===== src/rtl/game_pkg.sv =====
// Shared types and value limits for the number-guessing game.
// Answers and legal guesses both live in VAL_MIN..VAL_MAX.
package game_pkg;

  localparam int VAL_MIN = 1;
  localparam int VAL_MAX = 8;
  localparam int VAL_W   = 4;

  typedef enum logic [2:0] {
    S_IDLE,
    S_REQ,
    S_WAIT,
    S_PLAY,
    S_DONE
  } state_t;

  typedef enum logic [1:0] {
    HINT_INVALID = 2'b00,
    HINT_LOW     = 2'b01,
    HINT_HIGH    = 2'b10,
    HINT_CORRECT = 2'b11
  } hint_t;

  function automatic logic in_range(input logic [VAL_W-1:0] v);
    return (v >= VAL_W'(VAL_MIN)) && (v <= VAL_W'(VAL_MAX));
  endfunction

endpackage


===== src/rtl/answer_fetch.sv =====
// Request/strobe handshake with the answer generator: pulses change_answer,
// waits for a strobe with a bounded timeout and range-checks the value.
//
//   state  | meaning
//   S_IDLE | no fetch in progress
//   S_REQ  | change_answer high for this one cycle, timeout reloaded
//   S_WAIT | waiting for write_enable; re-request on timeout or bad value
module answer_fetch
  import game_pkg::*;
#(
  parameter int TIMEOUT = 16
) (
  input  logic             clk,
  input  logic             rst_n,
  input  logic             fetch_go,
  input  logic             write_enable,
  input  logic [VAL_W-1:0] rand_lo,
  output logic             change_answer,
  output logic             ans_valid,
  output logic [VAL_W-1:0] ans,
  output logic             busy
);

  localparam int CNT_W = $clog2(TIMEOUT + 1);

  state_t             state_q, state_d;
  logic [CNT_W-1:0]   cnt_q, cnt_d;

  always_comb begin
    state_d = state_q;
    cnt_d   = cnt_q;
    case (state_q)
      S_IDLE: if (fetch_go) state_d = S_REQ;
      S_REQ: begin
        state_d = S_WAIT;
        cnt_d   = CNT_W'(TIMEOUT - 1);
      end
      S_WAIT: begin
        if (write_enable)
          state_d = in_range(rand_lo) ? S_IDLE : S_REQ;
        else if (cnt_q == '0)
          state_d = S_REQ;
        else
          cnt_d = cnt_q - 1'b1;
      end
      default: state_d = S_IDLE;
    endcase
  end

  always_ff @(posedge clk or negedge rst_n) begin
    if (!rst_n) begin
      state_q <= S_IDLE;
      cnt_q   <= '0;
    end else begin
      state_q <= state_d;
      cnt_q   <= cnt_d;
    end
  end

  // Acceptance is combinational so the top enters PLAY on the strobe edge.
  assign ans_valid     = (state_q == S_WAIT) && write_enable && in_range(rand_lo);
  assign ans           = rand_lo;
  assign change_answer = (state_q == S_REQ);
  assign busy          = (state_q != S_IDLE);

endmodule


===== config.mk =====
export PLATFORM = sky130hd
export DESIGN_NAME = answer_fetch
export DESIGN_NICKNAME = d
export VERILOG_FILES = /design/src/rtl/game_pkg.sv /design/src/rtl/answer_fetch.sv
export SDC_FILE = /design/constraint.sdc
export NUM_CORES = 1
export LEC_CHECK = 0
export ABC_AREA = 1
export BUFFER_PORTS_ARGS = -buffer_cell sky130_fd_sc_hd__buf_4
export CAP_MARGIN = 5
export CORE_AREA = 4 4 41 43
export DETAILED_ROUTE_END_ITERATION = 6
export DIE_AREA = 0 0 45 47
export PLACE_DENSITY = 0.67
export SLEW_MARGIN = 20
export SYNTH_ARGS = -nofsm -noshare
export SYNTH_HDL_FRONTEND = slang
export SYNTH_SLANG_ARGS = --single-unit
export TNS_END_PERCENT = 5

===== constraint.sdc =====
create_clock -name clk -period 3.56 [get_ports clk]
set_input_delay 0.712 -clock clk [delete_from_list [all_inputs] [get_ports clk]]
set_output_delay 0.712 -clock clk [all_outputs]
set_load 0.02 [all_outputs]

Word level (Yosys, flattened, before mapping)
Cells that the tools add are included.

cells by class
  add/sub/neg operators = 1
  $lt $le $gt $ge = 2
  eq/ne operators = 6
  muxes and demuxes = 8
  reduce and logical (&&, ||, !) cells = 9

operators with widths
  kind                   number
  $mux W5                2
  $pmux W5 S2            1
  $mux W3                3
  $pmux W3 S3            1
  $ne A2 B2 Y1 const B   3
  $logic_not A5 Y1       1
  $sub A5 B1 Y5 const B  1
  $ge A4 B1 Y1 const B   1
  $le A4 B4 Y1 const B   1
  $eq A3 B1 Y1 const B   1
  $eq A3 B2 Y1 const B   1
  $logic_and A1 B1 Y1    3
  $logic_not A3 Y1       1
  $ne A3 B3 Y1 const B   1
  $reduce_and A3 Y1      1
  $reduce_bool A3 Y1     1
  $reduce_and A2 Y1      1
  $reduce_bool A2 Y1     1
  $mux W1                1

storage, ports and cells
  register bits after elaboration = 8
  output and inout port bits = 7
  word-level logic and storage cells = 28

Logic depth before layout (Yosys ltp)
  depth in word-level cells = 5
  depth in mapped cells = 7

Worst setup path after synthesis
OpenSTA, ideal clock, no wires.

  kind = input to output
  start = in rand_lo[2]
  end = out ans_valid
  arrival = 1.440 ns
  slack = 1.408 ns
  stages = 5
  buffers on the path = 0
  cell sequence = nor2_1 nand2_1 nand2_1 nand2_1 nor3_1

between the ends
  longest elaborated chain between the ends = 3

RTL lines
  element                                       RTL line            text
  start: declaration                            answer_fetch.sv:17  input logic [VAL_W-1:0] rand_lo,
  $ge A4 B1 Y1 or $le A4 B4 Y1 (tied branches)  game_pkg.sv:25      return (v >= VAL_W'(VAL_MIN)) && (v <= VAL_W'(VAL_MAX));
  $logic_and A1 B1 Y1 *                         game_pkg.sv:25
  $logic_and A1 B1 Y1 *                         answer_fetch.sv:61  assign ans_valid = (state_q == S_WAIT) && write_enable && in_range(rand_lo);
  end: declaration                              answer_fetch.sv:19  output logic ans_valid,

Every way passes the cells marked *; elsewhere a longest branch is shown, timed or not.

Final worst setup path
Same ends and word-level chain as after synthesis.

==> key figures <==
Status
  – Outcome: finished clean

Yosys
  – Synth area leader: dfrtp_1
  – Netlist cell types: 16
  – Post-synthesis sequential area ratio: 36.6%
  – Cell count after synthesis: 65
  – Synth top area share: 36.6%
  – Post-Syn Area per Cell: 7.35 um^2
  – Post-Synthesis Cell Area: 478 um^2
  – Synth warn: 0
  – Mapped Nets: 74
  – Synth top area cells: dfrtp_1 (37%), nand2_1 (19%), buf_4 (6.3%), inv_1 (6.3%), nand3_1 (5.2%)
  – Yosys reg bits: 7

Placement
  – Routability cong.: 0.648
  – Dpl hpwl: 757 um
  – Buffers on Ports: 14

Timing
  – Hold Slack: 0.258 ns
  – # setup viols final: 0
  – Final period utilization: 59.9%
  – Tmin final: 2.13 ns
  – Clk_skew: 0.00466 ns
  – RSZ-0062 raised after global routing: false
  – Max-slew violations: 0
  – Slew HR: 84.3%
  – Final Hold Vio Count: 0
  – Aggregate negative setup slack: 0 ns
  – Worst Max-Slew Pin Slew: 0.236 ns
  – Fmax: 469 MHz

Route
  – WL/cell: 10.2 um
  – Initial drt markers: 7
  – Final wirelength: 956 um
  – DR pass1 iterations: 4
  – Vias: 420
  – Vias per cell: 4.47
  – Routed Antenna Nets: 0
  – DR DRC count: 0

Setup path
  – Worst EP arrival: 1.42 ns
  – CP Launch Type: primary input
  – CP delay by family, top: simple AND/OR/NAND/NOR gates
  – Req. time, crit path: 2.85 ns
  – WP buf/inv: 2
  – Slowest CP cell: buf_4
  – Cell mode on critical path: nand2_1
  – Crit-path cells: buf_4 -> nor2_1 -> nand2_1 -> nand2_1 -> nand2_1 -> nor3_1 -> buf_4
  – Max Fanout on Critical Path: 2
  – Critical path class: in -> out
  – CP endpoint kind: output pin
  – CP max stage delay: 0.17 ns

Clock tree
  – H-tree levels: 1
  – Setup repair bufs after CTS: 0
  – Clk slew on worst S/H paths: 0.06 ns
  – CTS sink cnt: 7
  – CTS tree: built
  – Resized Gates After CTS: 0
  – Hold-fix buffers at CTS: 0
  – Clock buffer depth: 2
  – CTS root buffer: clkbuf_4
  – Worst-Skew Late Latency: 0.26 ns
  – CTS buffer count: 3

Flow run
  – Max cap viols: 0

Die
  – Die width: 45 um
  – Initial Util: 36.7%
  – IO Pins: 15
  – Die ar.: 2120 um^2
  – Row count: 13
  – Core region area: 1300 um^2
  – Die height: 47 um

Finish
  – Highest-count cells in the layout ignoring fill and taps: nand2_1 (24), buf_4 (14), inv_1 (8)
  – Post-Route Utilization: 46.0%
  – Commonest non-fill, non-tap cell in the layout: nand2_1
  – Diodes inserted: 0
  – Area Overhead vs Synth: 25.1%
  – Final #Nets: 89
  – Layout cell share with drive strength beyond 1: 31.6%
  – Fillers: 147

Global routing
  – Largest net degree at the start of global routing: 8
  – Vias in the first global route: 388
  – Global-route wire length before repair: 1660 um
  – Total gr overflow: 0
  – GR Util All Layers: 11.7%
  – Number of antenna violations at the first check in global routing: 0

Power and ir drop
  – Leak: 0.323 nW
  – Worst ir drop on vdd: 0.382 mV
  – Total power density per cell area: 784 nW/um^2

Min path
  – Tightest Hold Check Type: in -> async
==> synth_stat cells, drive strengths merged <==
master / n
a21oi: 1
buf: 4
dfrtp: 7
ha: 1
inv: 9
nand2: 27
nand3: 6
nand3b: 2
nor2: 6
nor3: 1
or2: 1
==> where the power goes <==
| group | leakage, nW | internal, mW | switching, mW |
|---|---|---|---|
| combinational | 0.224 | 0.0958 | 0.148 |
| sequential | 0.0840 | 0.115 | 0.0359 |
| clock | 0.0150 | 0.0429 | 0.0314 |
| total | 0.323 | 0.254 | 0.215 |
==> registers in the layout, indices dropped and copies added (netlist names) <==
name,cells
cnt_q,5
state_q,2
==> kinds of logic (layout without fill, tap and decap cells) <==
logic type	Yosys count	in the layout	share of synthesized area, %
AO/OA/AOI/OAI	1	1	1.83
adder cells (fa/ha/maj)	1	1	2.62
buffers and inverters	13	27	13.4
flip-flops	7	7	36.6
AND/OR/NAND/NOR	43	43	45.5
==> through the flow <==
step	std cells	setup slack [ns]	power (mW)	instance area, um^2
finish	94	1.43	0.469	598
global route	94	1.34	0.521	598
CTS	94	1.42	0.476	598
detailed placement	90	1.42	0.400	572
global placement	90	1.44	0.393	572
floorplan	65	1.41	0.333	478
==> worst paths after layout <==
path                                  from   endpoint  cells past startpoint  slack (ns)
worst max-delay path            rand_lo[2]  ans_valid                      7        1.43
worst min-delay path                 rst_n   cnt_q[3]                      1        0.26
worst max register to register    cnt_q[0]   cnt_q[1]                      7        2.33
worst min register to register    cnt_q[0]   cnt_q[0]                      2        0.48
max in group asynchronous            rst_n   cnt_q[0]                      1        3.17
min in group clk                  cnt_q[0]   cnt_q[0]                      2        0.48
==> cell type report <==
| cell class | count | area (um^2) | area share (%) |
|---|---|---|---|
| clock buffer | 4 | 26.3 | 4.39 |
| inverter | 9 | 33.8 | 5.65 |
| multi-input combinational | 45 | 239 | 40.0 |
| sequential | 7 | 175 | 29.3 |
| tap | 15 | 18.8 | 3.14 |
| timing repair buffer | 14 | 105 | 17.6 |
==> layer usage <==
metal	wire length (um)	share of wire (%)	vias up	global-route usage (%)
met5	0	0	-	0
met4	20	2.1	0	7.02
met3	70	7.3	2	5.75
met2	450	47	14	18.1
met1	415	43	181	12.9
li1	-	-	223	-
Note: power is estimated with default switching activity, not from simulation.
